[config.mk]
export PLATFORM = sky130hd
export DESIGN_NAME = inst_fetch
export DESIGN_NICKNAME = d
export VERILOG_FILES = /design/src/rtl/cpu_pkg.sv /design/src/rtl/inst_field_split.sv /design/src/rtl/inst_fetch.sv
export SDC_FILE = /design/constraint.sdc
export NUM_CORES = 1
export LEC_CHECK = 0
export CAP_MARGIN = 20
export CORE_MARGIN = 2
export CORE_UTILIZATION = 25
export DETAILED_ROUTE_END_ITERATION = 10
export PLACE_DENSITY_LB_ADDON = 0.15
export SKIP_CTS_REPAIR_TIMING = 1
export SYNTH_ARGS = -nofsm -noshare
export SYNTH_HDL_FRONTEND = slang
export SYNTH_SLANG_ARGS = --single-unit
[constraint.sdc]
create_clock -name clk -period 1.7 [get_ports clk]
set_clock_uncertainty 0.1 [all_clocks]
set_input_delay 0.34 -clock clk [delete_from_list [all_inputs] [get_ports clk]]
set_output_delay 0.34 -clock clk [all_outputs]
set_load 0.05 [all_outputs]
[src/rtl/cpu_pkg.sv]
// Shared CPU constants: bus widths, instruction field positions, fetch FSM states.
package cpu_pkg;

  localparam int unsigned ADDR_W = 8;
  localparam int unsigned DATA_W = 16;

  localparam int unsigned OPC_LSB = 12;
  localparam int unsigned OPC_W   = 4;
  localparam int unsigned RD_LSB  = 9;
  localparam int unsigned RD_W    = 3;
  localparam int unsigned RS1_LSB = 6;
  localparam int unsigned RS1_W   = 3;
  localparam int unsigned RS2_LSB = 3;
  localparam int unsigned RS2_W   = 3;

  typedef enum logic [1:0] {
    IDLE  = 2'd0,
    FETCH = 2'd1,
    HALT  = 2'd2
  } fetch_state_t;

endpackage

[src/rtl/inst_field_split.sv]
// Combinational splitter of a raw instruction into its register/opcode fields.
module inst_field_split
  import cpu_pkg::*;
#(
  parameter int unsigned DATA_W = cpu_pkg::DATA_W
) (
  input  logic [DATA_W-1:0] inst,
  output logic [OPC_W-1:0]  opcode,
  output logic [RD_W-1:0]   rd,
  output logic [RS1_W-1:0]  rs1,
  output logic [RS2_W-1:0]  rs2
);

  // Low bits carry no field; kept named so they are visibly intentional.
  logic unused_low_bits;

  assign opcode          = inst[OPC_LSB +: OPC_W];
  assign rd              = inst[RD_LSB  +: RD_W];
  assign rs1             = inst[RS1_LSB +: RS1_W];
  assign rs2             = inst[RS2_LSB +: RS2_W];
  assign unused_low_bits = ^inst[RS2_LSB-1:0];

endmodule

[src/rtl/inst_fetch.sv]
// Instruction fetch unit: owns the PC, reads the program ROM and presents one
// registered instruction slot to the decoder over valid/ready.
module inst_fetch
  import cpu_pkg::*;
#(
  parameter int unsigned ADDR_W       = cpu_pkg::ADDR_W,
  parameter int unsigned DATA_W       = cpu_pkg::DATA_W,
  parameter int unsigned RESET_PC     = 0,
  parameter bit          STOP_ON_WRAP = 1'b1
) (
  input  logic              clk,
  input  logic              rst_n,
  input  logic              start,
  input  logic              redirect_valid,
  input  logic [ADDR_W-1:0] redirect_pc,
  output logic [ADDR_W-1:0] rom_addr,
  input  logic [DATA_W-1:0] rom_data,
  output logic              inst_valid,
  input  logic              inst_ready,
  output logic [DATA_W-1:0] inst,
  output logic [ADDR_W-1:0] inst_pc,
  output logic [OPC_W-1:0]  opcode,
  output logic [RD_W-1:0]   rd,
  output logic [RS1_W-1:0]  rs1,
  output logic [RS2_W-1:0]  rs2,
  output logic              halted
);

  fetch_state_t      state_q, state_d;
  logic [ADDR_W-1:0] pc_q, pc_d;
  logic [ADDR_W-1:0] inst_pc_q, inst_pc_d;
  logic [DATA_W-1:0] inst_q, inst_d;
  logic              valid_q, valid_d;
  logic              slot_free;
  logic              load;

  // A load happens whenever fetching, the slot can accept, and no redirect wins.
  assign slot_free = !valid_q || inst_ready;
  assign load      = (state_q == FETCH) && slot_free && !redirect_valid;

  // State register.
  always_ff @(posedge clk) begin
    if (!rst_n) state_q <= IDLE;
    else        state_q <= state_d;
  end

  // Next-state logic; redirect has priority over start and wrap detection.
  always_comb begin
    state_d = state_q;
    unique case (state_q)
      IDLE:    if (!redirect_valid && start) state_d = FETCH;
      FETCH:   if (load && STOP_ON_WRAP && (pc_q == '1)) state_d = HALT;
      HALT:    if (redirect_valid) state_d = FETCH;
      default: state_d = IDLE;
    endcase
  end

  // Slot and PC next values: redirect flushes, load fills, ready alone drains.
  always_comb begin
    pc_d      = pc_q;
    inst_d    = inst_q;
    inst_pc_d = inst_pc_q;
    valid_d   = valid_q;
    if (redirect_valid) begin
      pc_d    = redirect_pc;
      valid_d = 1'b0;
    end else if (load) begin
      inst_d    = rom_data;
      inst_pc_d = pc_q;
      valid_d   = 1'b1;
      pc_d      = pc_q + ADDR_W'(1);
    end else if (inst_ready) begin
      valid_d = 1'b0;
    end
  end

  // Datapath registers.
  always_ff @(posedge clk) begin
    if (!rst_n) begin
      pc_q      <= ADDR_W'(RESET_PC);
      inst_q    <= '0;
      inst_pc_q <= '0;
      valid_q   <= 1'b0;
    end else begin
      pc_q      <= pc_d;
      inst_q    <= inst_d;
      inst_pc_q <= inst_pc_d;
      valid_q   <= valid_d;
    end
  end

  assign rom_addr   = pc_q;
  assign inst       = inst_q;
  assign inst_pc    = inst_pc_q;
  assign inst_valid = valid_q;
  assign halted     = (state_q == HALT);

  inst_field_split #(.DATA_W(DATA_W)) u_split (
    .inst   (inst_q),
    .opcode (opcode),
    .rd     (rd),
    .rs1    (rs1),
    .rs2    (rs2)
  );

endmodule

# Word level (Yosys, flattened, before mapping)
# Cells that the tools add are included.
# Widths: inputs -> output; s select.
# op_classes
n_addsub	1
eq_ne	6
muxes	8
bitwise	2
reduce_logical	13
# op_table
cell	n
$mux 8	2
$add 8x1->8 const B	1
$eq 8x8->1 const B	1
$mux 2	3
$pmux 2 s3	1
$logic_and 1x1->1	4
$ne 2x2->1 const B	2
$reduce_bool 2->1	2
$reduce_and 3->1	1
$eq 2x1->1 const B	1
$eq 2x2->1 const B	1
$logic_not 1->1	2
$logic_not 2->1	1
$mux 1	2
$ne 2x1->1 const B	1
$not 1->1	2
$reduce_and 2->1	1
$reduce_or 2->1	1
$logic_or 1x1->1	1
# word_totals
reg_bits	35
in_bits	29
output_inout_bits	47
wordCells	35

# Longest topological paths before layout
# Gate-level depths: netlist (run 1).
# logic_depth
ltp_word	7
depth_mapped	5
mapped_depth_nobuf	5

# Hierarchy
# A second synthesis (run 1) with hierarchy kept.
# unflattened
hier_cells	185
hier_area_um2	1535.2
# modules_own_cells
module	n_inst	cells_per_inst	area_each_um2	seq_area_each_um2
inst_fetch	1	172	1437.6	700.7
inst_field_split	1	13	97.6	0.0

# Least setup slack after synthesis (run 1)
# OpenSTA, ideal clock, no wires.
# synth_timing
kind	flip-flop to flip-flop
from	register pc_q[0], in the netlist rom_addr[0]
to	register pc_q[6], in the netlist rom_addr[6]
setup_time_ps	133
arrival_ps	1587
setup_slack_ps	-120
stages_incl_launch_ff	6
n_path_buf	0
cell_sequence	dfxtp_1 > ha_1 > nand2_1 > nor4_2 > xnor2_1 > a21oi_1
# synth_via
elab_chain_len	3
# synth_lines
element	line_no	source
start, declared	inst_fetch.sv:30	logic [ADDR_W-1:0] pc_q, pc_d;
start signal, assigned	inst_fetch.sv:80	pc_q <= ADDR_W'(RESET_PC);
start signal, assigned	inst_fetch.sv:85	pc_q <= pc_d;
$add 8x1->8	inst_fetch.sv:71	pc_d = pc_q + ADDR_W'(1);
$mux 8	inst_fetch.sv:67	end else if (load) begin
$mux 8	inst_fetch.sv:64	if (redirect_valid) begin
# Every way passes these cells. The select of a mux whose other input is x is not followed.
# A chain may end at the register's enable or synchronous reset.

# Worst setup path after layout (run 1)
# layout_timing
from	input inst_ready
to	register pc_q[6], in the netlist rom_addr[6]
# layout_via
elab_chain_len	4
# layout_lines
element	line_no	source
start, declared	inst_fetch.sv:19	input logic inst_ready,
$logic_or 1x1->1	inst_fetch.sv:38	assign slot_free = !valid_q || inst_ready;
$logic_and 1x1->1 (2 in a row)	inst_fetch.sv:39	assign load = (state_q == FETCH) && slot_free && !redirect_valid;
$reduce_bool 2->1 (no line)	n/a	
# Every way passes these cells.

==> results of run 1 <==
==> through the flow <==
stage                     instance area (µm²)  util [%]  std cells
after global routing                     2596     43.85        342
final                                    2596     43.85        342
after floorplan                          1538         -        185
after global placement                   2437     41.17        332
after detailed placement                 2437     41.17        332
after CTS                                2555     43.15        340
==> cells in the final DEF (no fill, tap or decap), types with 2 or more instances in the layout <==
| cell type | Yosys | layout |
|---|---|---|
| a21oi_1 | 33 | 33 |
| buf_12 | 0 | 15 |
| buf_4 | 15 | 51 |
| clkbuf_8 | 0 | 6 |
| clkdlybuf4s50_1 | 0 | 27 |
| dfxtp_1 | 35 | 33 |
| dfxtp_2 | 0 | 2 |
| nand2_1 | 52 | 52 |
| nand2b_1 | 2 | 2 |
| nand3_1 | 3 | 3 |
| nor2b_2 | 1 | 2 |
| nor3_1 | 2 | 2 |
| nor3_4 | 1 | 2 |
| nor4_2 | 4 | 4 |
| o21ai_0 | 6 | 6 |
| o21ai_1 | 2 | 2 |
| xnor2_1 | 6 | 6 |
==> final cells by class <==
type / count / area, µm² / share of cell area, %
repair buffers: 94 / 965.9 / 37.20
multi-input cells: 127 / 704.4 / 27.13
flip-flops and latches: 35 / 703.2 / 27.08
well taps: 75 / 93.84 / 3.614
clock buffers: 6 / 82.58 / 3.181
clock inverters: 2 / 35.03 / 1.349
inverters: 3 / 11.26 / 0.4337
==> layer usage <==
layer,GRT usage (%),wire [µm],vias up
li1,-,-,768
met1,16.60,1949,655
met2,20.97,2094,37
met3,3.587,202,5
met4,4.000,61,0
met5,0,0,-
==> tightest hold or removal path: cells and delay by family (launching register included) <==
family / cells / cell delay [ps]
DFF: 1 / 310
AOI/OAI and AO/OA: 1 / 50
and+or+nand+nor: 1 / 50
==> state kept, by name, summed over array words and instances (netlist names) <==
register	cells
inst	16
inst_pc	8
rom_addr	8
state_q	2
inst_valid	1
==> logic make-up after synthesis <==
group	Yosys count
multiplexers	1
AO/OA/AOI/OAI	44
XOR/XNOR	7
flip-flops	35
AND/OR/NAND/NOR	73
buffers and inverters	24
adder cells (fa/ha/maj)	1
==> synthesized netlist by cell type (2+ instances only) <==
cell type / number
nor3_1: 2
xnor2_1: 6
a21oi_1: 33
dfxtp_1: 35
clkbuf_1: 4
nand3_1: 3
nand2b_1: 2
o21ai_1: 2
buf_4: 15
nand2_1: 52
nor4_2: 4
buf_2: 2
o21ai_0: 6
==> worst max-delay path by stage <==
stage,startpoint,end,slack (ps),cells after the start
floorplan,inst_valid$_SDFFE_PP0P_,inst_pc[3]$_SDFFE_PN0P_,50,5
global placement,inst_ready,inst_pc[4]$_SDFFE_PN0P_,-440,5
detailed placement,inst_ready,inst_pc[0]$_SDFFE_PN0P_,-470,5
CTS,inst_ready,inst_pc[0]$_SDFFE_PN0P_,-150,5
global route,state_q[1]$_SDFFE_PN0P_,halted,50,3
finish,inst_ready,rom_addr[6]$_SDFFE_PN0P_,140,6
==> power by group <==
part	internal [µW]	switching [µW]
clock network	475	304
registers	856	33.2
logic	230	284
total	1560	622
==> metrics.md, run 1 <==
| Metric | Value |
|---|---|
| Synth top area share | `45.64%` |
| CP bufs+invs | `2` |
| Worst ir drop on vdd | `approximately 0.00035 V` |
| FFs w/ async S/R, synth | `0%` |
| Critical path peak fanout | `5` |
| Row count | `28` |
| Initial antenna violation count | `0` |
| Status | `finished, final reports clean` |
| Syn Area/Cell | `between 8 and 9 µm²` |
| Reg2Reg Depth | `4` |
| Primary FF master, synth | `dfxtp_1` |
| DRT Pass-1 Iters | `4` |
| Fraction of synthesized area in multiplexers | `0.6520%` |
| Drt initial violations | `63` |
| Startpoint Class | `primary input` |
| WHS | `~360 ps` |
| Post-DR wirelength/cell | `12.59 µm` |
| Crit path capture type | `register` |
| Routed vias/inst | `4.284` |
| Power Dens Cells | `840.6 nW/µm²` |
| Area leader, netlist | `dfxtp_1` |
| Worst hold path class | `register to register` |
| Reg2reg setup slack | `210 ps` |
| Die area | `6784 µm²` |
| DP HPWL | `3.034 mm` |
| Hold path start | `inst[0]$_SDFFE_PN0P_` |
| Io pins | `76` |
| Crit path cell chain | `clkdlybuf4s50_1 -> nor2b_2 -> buf_4 -> nor4_2 -> xnor2_1 -> a21oi_1` |
| Max Fclk | `641.5 MHz` |
| Number of library cell types mapped by synthesis | `32` |
| WHS Endpoint | `inst[0]$_SDFFE_PN0P_` |
| FILL cells | `611` |
| Residual DRC | `0` |
| Pins Over Slew Limit | `0` |
| CP max stage delay | `500 ps` |
| Largest family of logic cells by synthesized area | `simple AND/OR/NAND/NOR gates` |
| Congestion Overflow GR | `0` |
| FF-to-FF End | `inst_pc[1]$_SDFFE_PN0P_` |
| Mapped Area | `1535 µm²` |
| PortBufs | `75` |
| Cells after synthesis | `185` |
| Post-Syn Nets | `about 220` |
| Dpl ws | `-466.6 ps` |
| Seq cells post-synth | `35` |
| Pleak | `0.001038 µW` |
| Post-synthesis adder-cell area fraction | `0.8150%` |
| Die Y | `82.37 µm` |
| Vias in the first global route | `1,370` |
| Setup ws final | `141.3 ps` |
| Worst-Margin Slew | `523.5 ps` |
| H-tree Lvls | `2` |
| Post-Synth XOR/XNOR Area | `3.993%` |
| CORE AREA | `5921 µm²` |
| RSZ-0062 raised after global routing | `false` |
| Worst-path cell with the longest stage delay | `clkdlybuf4s50_1` |
| Clock slew at reported path FFs | `~80 ps` |
| Clk root buf | `clkbuf_8` |
| Final setup TNS | `0 ps` |
| Die width | `82.37 µm` |
| Complex-gate fraction of the synthesized area | `between 10 and 15%` |
| First-pass GRT wire length | `6.541 mm` |
| Number of synthesized flops with an enable pin | `0` |
| Worst Hold Depth | `2` |
| Nets | `a little under 300` |
| CTS tree | `yes` |
| Final WL | `4.307 mm` |
| # Max-Cap Violations | `0` |
| Rel. slew slack | `roughly two thirds` |
| Final Wtd Congestion | `0.7476` |
| Initial Util | `25.93%` |
| Critical setup path kind | `primary input to register` |
| Power, Total | `2182 µW` |
| RR Startpoint | `state_q[1]$_SDFFE_PN0P_` |
| Post-Synth Simple-Gate Area | `24.29%` |
| Synth top area cells | `dfxtp_1 (46%), nand2_1 (13%), a21oi_1 (11%), buf_4 (7.3%), xnor2_1 (3.4%)` |
| Gr usage total | `12.92%` |
| DRT antenna net count | `0` |
| Largest net degree at the start of global routing | `25` |
| CP arrival | `1630 ps` |
| CP required | `around 1800 ps` |
| Layout cells sized above 1 | `around 33%` |
| Final period util | `91.69%` |
| TritonCTS buffer count | `5` |
| Via count | `1,465` |
| Ys Warns | `0` |
| Top delay family on crit path | `buffers and inverters` |
| Max Root-Sink Buffers | `2` |
| Clock Sink Count | `35` |
| Final Critical Period | `1559 ps` |
| Area Overhead vs Synth | `69.11%` |
| Final setup viols | `0` |
| Clock Latency Late Sink | `290 ps` |
| Hold Violations, Final | `0` |
| Sequential-to-total area share from yosys stat | `45.64%` |
| # diodes | `0` |
No activity file was read; power rests on OpenSTA's default activity.
==> run 2, diff against run 1 <==
--- a/config.mk
+++ b/config.mk
@@ -6,6 +6,7 @@
 export NUM_CORES = 1
 export LEC_CHECK = 0
 export CAP_MARGIN = 20
+export CORE_ASPECT_RATIO = 1.75
 export CORE_MARGIN = 2
 export CORE_UTILIZATION = 25
 export DETAILED_ROUTE_END_ITERATION = 10
==> constraint.sdc (replaced) <==
create_clock -name clk -period 1.7 [get_ports clk]
set_clock_uncertainty 0.1 [all_clocks]
set_input_delay 0.255 -clock clk [delete_from_list [all_inputs] [get_ports clk]]
set_output_delay 0.255 -clock clk [all_outputs]
set_load 0.05 [all_outputs]
==> run 2 against run 1 <==
Against the previous run: power fell by 3.2%; first-iteration DRC count fell by 51%; core utilization fell by 2.2 points; fmax rose by 0.49%; worst setup slack improved by 7.7 ps; largest cell class unchanged; global-route usage fell by 0.40 points.
==> metrics.md, run 2 (same netlist as run 1, synthesis figures left out) <==
| Metric | Value |
|---|---|
| Dpl cells | `333 (+0.30%)` |
| Worst ir drop on vdd | `0.0005352 V (+53%)` |
| PortBufs | `75 (unchanged)` |
| Clk root buf | `clkbuf_8` |
| Die area | `6808 µm² (+0.36%)` |
| # diodes | `0 (unchanged)` |
| Reg2Reg Depth | `5 (+1)` |
| Largest net degree at the start of global routing | `25 (unchanged)` |
| Met3 Wirelength | `201 µm (-0.50%)` |
| DP HPWL | `3.178 mm (+4.7%)` |
| TritonCTS buffer count | `5 (unchanged)` |
| Area of the multi-input gates | `701.9 µm² (-0.36%)` |
| Pins Over Slew Limit | `0 (unchanged)` |
| Layout cells sized above 1 | `31.82% (-1.1 points)` |
| Nets | `293 (-1.0%)` |
| Pleak | `0.0009810 µW (-5.5%)` |
| # Max-Cap Violations | `0 (unchanged)` |
| Final Critical Period | `1551 ps (-7.657 ps)` |
| Worst Hold Depth | `2 (unchanged)` |
| Row count | `37 (+32%)` |
| Power Dens Cells | `856.2 nW/µm² (+1.8%)` |
| Clock Latency Late Sink | `280 ps (about the same)` |
| Initial antenna violation count | `0 (unchanged)` |
| Io pins | `76 (unchanged)` |
| Gr usage total | `12.52% (-0.40 points)` |
| Drt initial violations | `31 (-51%)` |
| Final WL | `4.335 mm (+0.65%)` |
| Worst-Margin Slew | `504.6 ps (-18.94 ps)` |
| CP required | `1340 ps (-430 ps)` |
| Met2 WL | `2.548 mm (+22%)` |
| Non-filler cells, final | `342 (unchanged)` |
| Hold Violations, Final | `0 (unchanged)` |
| Critical path peak fanout | `5 (unchanged)` |
| Dpl ws | `-301.6 ps (+165.0 ps)` |
| Die width | `63.24 µm (-23%)` |
| Vias in the first global route | `1,412 (+3.1%)` |
| CTS tree | `yes` |
| Max reg flops | `16 (unchanged)` |
| Setup ws final | `148.9 ps (+7.657 ps)` |
| Status | `finished, final reports clean` |
| FILL cells | `657 (+7.5%)` |
| Top delay family on crit path | `flip-flops` |
| Rel. slew slack | `66.25% (+1.3 points)` |
| Final period util | `91.24% (-0.45 points)` |
| Worst-path cell with the longest stage delay | `dfxtp_1` |
| Register Area | `703.2 µm² (unchanged)` |
| Critical setup path kind | `register to output pin` |
| Final Wtd Congestion | `0.7379 (-1.3%)` |
| CORE AREA | `5926 µm² (about the same)` |
| Metal-1 WL | `1.537 mm (-21%)` |
| Crit path capture type | `output pin` |
| Residual DRC | `0 (unchanged)` |
| Top Layer Used | `met4` |
| Most frequent cells in the layout | `buf_4 (56), nand2_1 (52), a21oi_1 (33), dfxtp_1 (33), clkdlybuf4s50_1 (28)` |
| Clock slew at reported path FFs | `80 ps (about the same)` |
| Max Fclk | `644.7 MHz (+0.49%)` |
| Area Overhead vs Synth | `60.72%` |
| Routed vias/inst | `4.339 (+1.3%)` |
| CP bufs+invs | `2 (unchanged)` |
| Die Y | `107.7 µm (+31%)` |
| Congestion Overflow GR | `0 (unchanged)` |
| Max Root-Sink Buffers | `2 (unchanged)` |
| Initial Util | `25.91% (about the same)` |
| WP depth | `3 (-3)` |
| DRT antenna net count | `0 (unchanged)` |
| First-pass GRT wire length | `6.534 mm (-0.11%)` |
| Startpoint Class | `register` |
| Worst hold path class | `register to register` |
| CP max stage delay | `320 ps (-180 ps)` |
| Crit path cell chain | `buf_4 -> nor2b_1 -> buf_12` |
| Clock Sink Count | `35 (unchanged)` |
| RSZ-0062 raised after global routing | `false` |
| CP arrival | `1200 ps (-430 ps)` |
| Commonest non-fill, non-tap cell in the layout | `buf_4` |
| Via count | `1,484 (+1.3%)` |
| Post-DR wirelength/cell | `12.68 µm (+0.65%)` |
| H-tree Lvls | `2 (unchanged)` |
| Final setup viols | `0 (unchanged)` |
| DRT Pass-1 Iters | `3 (-1)` |
| Final setup TNS | `0 ps (unchanged)` |
## run 2: cell types whose count changed in the layout (fill, tap and decap cells not counted), sizes merged
cell | previous run | this run
clkbuf | 6 | 5
dlymetal6s2s | 1 | 0
buf | 66 | 63
clkdlybuf4s50 | 27 | 28
clkinv | 2 | 3
## run 2: layout make-up
class	instances	share of cell area [%]
Timing Repair Buffer	91	34.08
Sequential cell	35	28.50
Multi-Input combinational cell	127	28.45
Tap cell	78	3.955
Clock buffer	5	2.789
Clock inverter	3	1.775
Inverter	3	0.4564
## run 2: power by group
group          total [µW]  switching [µW]  internal (µW)  leakage [µW]
logic                 479             279            200      0.000637
clock network         748             311            437     0.0000581
registers             886            30.5            855      0.000286
## run 2: path summary, 6_finish.rpt
check | from | to | slack [ps]
hold reg to reg | inst_pc[1]$_SDFFE_PN0P_ | inst_pc[1]$_SDFFE_PN0P_ | 360
hold / removal | inst_pc[1]$_SDFFE_PN0P_ | inst_pc[1]$_SDFFE_PN0P_ | 360
setup reg to reg | state_q[1]$_SDFFE_PN0P_ | state_q[0]$_SDFFE_PN0P_ | 210
setup / recovery | state_q[1]$_SDFFE_PN0P_ | halted | 150
## run 2: per-stage QoR
step           hold WS [ps]  power [µW]  instance area [µm²]  utilization [%]
2_1_floorplan         233.5        1174                 1538                -
3_3_place_gp          343.7        1381                 2338            39.46
3_5_place_dp          348.9        1383                 2338            39.46
4_1_cts               359.1        2142                 2451            41.36
5_1_grt               378.0        2215                 2467            41.64
6_report              355.5        2112                 2467            41.64
## run 2: routing by layer
layer | up-vias | GRT usage [%]
li1 | 769 | -
met1 | 666 | 12.34
met2 | 47 | 24.32
met3 | 2 | 2.824
met4 | 0 | 5.590
met5 | - | 0
## run 2: worst reg2reg max path, stage by stage (launching register included)
cell	delay, ps
dfxtp_1	310
buf_4	140
and2b_1	270
nand2_2	90
nor4_2	330
o32ai_1	130
==> run 3, diff against run 2 <==
--- a/config.mk
+++ b/config.mk
@@ -5,13 +5,16 @@
 export SDC_FILE = /design/constraint.sdc
 export NUM_CORES = 1
 export LEC_CHECK = 0
+export ABC_AREA = 1
 export CAP_MARGIN = 20
 export CORE_ASPECT_RATIO = 1.75
 export CORE_MARGIN = 2
 export CORE_UTILIZATION = 25
 export DETAILED_ROUTE_END_ITERATION = 10
+export GPL_TIMING_DRIVEN = 0
 export PLACE_DENSITY_LB_ADDON = 0.15
 export SKIP_CTS_REPAIR_TIMING = 1
+export SLEW_MARGIN = 20
 export SYNTH_ARGS = -nofsm -noshare
 export SYNTH_HDL_FRONTEND = slang
 export SYNTH_SLANG_ARGS = --single-unit
==> run 3 against run 2 <==
Against the previous run: die area grew 5.3%; flip-flop and latch count is the same; design area grew 7.9%; core utilization grew 1.1 points; sequential power grew 2%; fmax shrank 1.7%; critical path depth is the same; global-route usage grew 1.3 points; count of clock-buffer cells in the layout grew 1; synthesized area grew 5.6%; routed wire length grew 6.0%; final cell count grew 13%; critical endpoint unchanged.
==> metrics.md, run 3 <==
| Metric | Value |
|---|---|
| Hold path start | `rst_n` |
| DRT Pass-1 Iters | `4 (+1)` |
| Die Y | `110.5 µm (+2.7%)` |
| Reg2Reg Depth | `6 (+1)` |
| CORE AREA | `6228 µm² (+5.1%)` |
| CTS tree | `yes` |
| Pins Over Slew Limit | `0 (unchanged)` |
| Non-filler cells, final | `386 (+13%)` |
| Sequential-to-total area share from yosys stat | `43.21% (-2.4 points)` |
| Final period util | `92.84% (+1.6 points)` |
| # Max-Cap Violations | `0 (unchanged)` |
| Io pins | `76 (unchanged)` |
| Status | `finished, final reports clean` |
| Setup ws final | `121.8 ps (-27.11 ps)` |
| Vias in the first global route | `1,575 (+12%)` |
| Max Root-Sink Buffers | `2 (unchanged)` |
| H-tree Lvls | `2 (unchanged)` |
| FF-to-FF End | `state_q[0]$_SDFFE_PN0P_` |
| Hold Violations, Final | `0 (unchanged)` |
| Crit path capture type | `output pin` |
| Row count | `38 (+2.7%)` |
| Gr usage total | `13.81% (+1.3 points)` |
| Drt initial violations | `56 (+81%)` |
| Worst Hold Depth | `3 (+1)` |
| First-pass GRT wire length | `7.610 mm (+16%)` |
| Most common library cells after synthesis | `nand2_1 (73), dfxtp_1 (35), a21oi_1 (29), inv_1 (15), nor2_1 (15)` |
| Number of synthesized flops with an enable pin | `0 (unchanged)` |
| Layout cells sized above 1 | `12.09% (-20 points)` |
| Clock Sink Count | `35 (unchanged)` |
| Number of library cell types mapped by synthesis | `24 (-25%)` |
| Worst hold path class | `primary input to register` |
| Worst-Margin Slew | `565.7 ps (+61.14 ps)` |
| Worst ir drop on vdd | `0.0002965 V (-45%)` |
| Final Critical Period | `1578 ps (+27.12 ps)` |
| RSZ-0062 raised after global routing | `false` |
| Commonest non-fill, non-tap cell in the layout | `nand2_1` |
| Clk root buf | `clkbuf_8` |
| Final WL | `4.594 mm (+6.0%)` |
| Final Wtd Congestion | `0.8311 (+13%)` |
| DRT antenna net count | `0 (unchanged)` |
| Most numerous cell in the Yosys netlist | `nand2_1` |
| Critical path peak fanout | `4 (-1)` |
| DP HPWL | `3.474 mm (+9.3%)` |
| Area Overhead vs Synth | `64.20%` |
| Dpl cells | `379 (+14%)` |
| Congestion Overflow GR | `0 (unchanged)` |
| Primary FF master, synth | `dfxtp_1` |
| RR Startpoint | `rom_addr[1]$_SDFFE_PN0P_` |
| CP Launch Point | `state_q[1]$_SDFFE_PN0P_` |
| Most frequent cells in the layout | `nand2_1 (73), dlymetal6s2s_1 (46), dfxtp_1 (33)` |
| Initial antenna violation count | `0 (unchanged)` |
| Seq cells post-synth | `35 (unchanged)` |
| Max Fclk | `633.6 MHz (-1.7%)` |
| Via count | `1,647 (+11%)` |
| Post-DR wirelength/cell | `11.90 µm (-6.1%)` |
| WHS Endpoint | `rom_addr[1]$_SDFFE_PN0P_` |
| Reg2reg setup slack | `230 ps (+20 ps)` |
| Clock Latency Late Sink | `280 ps (about the same)` |
| Final setup TNS | `0 ps (unchanged)` |
| Startpoint Class | `register` |
| CP required | `1340 ps (about the same)` |
| Residual DRC | `0 (unchanged)` |
| Power Dens Cells | `779.4 nW/µm² (-9.0%)` |
| Dpl ws | `-114.0 ps (+187.6 ps)` |
| TritonCTS buffer count | `5 (unchanged)` |
| Critical setup path kind | `register to output pin` |
| Syn Area/Cell | `7.207 µm² (-13%)` |
| Max reg flops | `16 (unchanged)` |
| Die area | `7172 µm² (+5.3%)` |
| FFs w/ async S/R, synth | `0% (unchanged)` |
| Die width | `64.88 µm (+2.6%)` |
| Nets | `336 (+15%)` |
| Routed vias/inst | `4.267 (-1.7%)` |
| Cells after synthesis | `225 (+22%)` |
| CP arrival | `1220 ps (+20 ps)` |
| Pleak | `0.001814 µW (+85%)` |
| Initial Util | `26.03% (+0.13 points)` |
| PortBufs | `74 (-1.3%)` |
| Synth top area share | `43.21% (-2.4 points)` |
| FILL cells | `654 (-0.46%)` |
| Post-Syn Nets | `255 (+19%)` |
| Synth top area cells | `dfxtp_1 (43%), nand2_1 (17%), a21oi_1 (9.0%), buf_4 (6.0%), nand3_1 (3.7%)` |
| Rel. slew slack | `62.29% (-4.0 points)` |
| # diodes | `0 (unchanged)` |
| Clock slew at reported path FFs | `70 ps (about the same)` |
| Largest net degree at the start of global routing | `11 (-56%)` |
| Mapped Area | `1622 µm² (+5.6%)` |
| Ys Warns | `0 (unchanged)` |
| Area leader, netlist | `dfxtp_1` |
| Final setup viols | `0 (unchanged)` |
## run 3: power breakdown
part | internal (µW) | switching [µW] | total (µW)
clock network | 318 | 299 | 617
registers | 866 | 36.4 | 902
logic | 215 | 341 | 556
total | 1400 | 676 | 2080
## run 3: how the worst max path moves through the flow
stage | endpoint | slack (ps) | cells after the start
after global placement | halted | -110 | 3
final | halted | 120 | 3
after floorplan | state_q[0]$_SDFFE_PN0P_ | 150 | 5
after detailed placement | halted | -110 | 3
after global routing | state_q[0]$_SDFFE_PN0P_ | 20 | 6
after CTS | halted | -430 | 3
## run 3: kinds of logic (layout without fill, tap and decap cells)
logic type | Yosys count | in the layout | share of synthesized area (%)
and+or+nand+nor | 105 | 105 | 27.08
AOI/OAI and AO/OA | 43 | 43 | 14.04
buffers and inverters | 41 | 122 | 14.89
DFF | 35 | 35 | 43.21
adders and majority gates | 1 | 1 | 0.7715
## run 3: critical path, stage by stage, from the launching register on
cell	delay (ps)
dfxtp_1	410
inv_1	80
nor2_1	150
clkbuf_2	300
## run 3: per-layer routing
| metal | global-route usage [%] | vias to the layer above | part of all wire (%) |
|---|---|---|---|
| met3 | 3.360 | 7 | 5.8 |
| met2 | 25.15 | 46 | 55 |
| met5 | 0 | - | 0 |
| met4 | 5.957 | 0 | 2.1 |
| met1 | 14.48 | 727 | 37 |
| li1 | - | 867 | - |
## run 3: metrics by stage
step	area, µm²	power, µW	util, %	hold WS [ps]
6_report	2663	2075	42.75	207.5
5_1_grt	2663	2194	42.75	224.3
4_1_cts	2552	2126	40.98	202.8
3_5_place_dp	2465	1492	39.57	353.0
3_3_place_gp	2465	1490	39.57	352.1
2_1_floorplan	1624	1275	-	297.7
## run 3: layout make-up
| type | instances | area [µm²] | area share (%) |
|---|---|---|---|
| buffer | 22 | 167.7 | 6.297 |
| clock buffer | 6 | 82.58 | 3.102 |
| clock inverter | 1 | 5.005 | 0.1880 |
| inverter | 19 | 73.82 | 2.773 |
| multi-input combinational | 149 | 679.4 | 25.52 |
| sequential | 35 | 703.2 | 26.41 |
| tap | 80 | 100.1 | 3.759 |
| timing repair buffer | 74 | 850.8 | 31.95 |
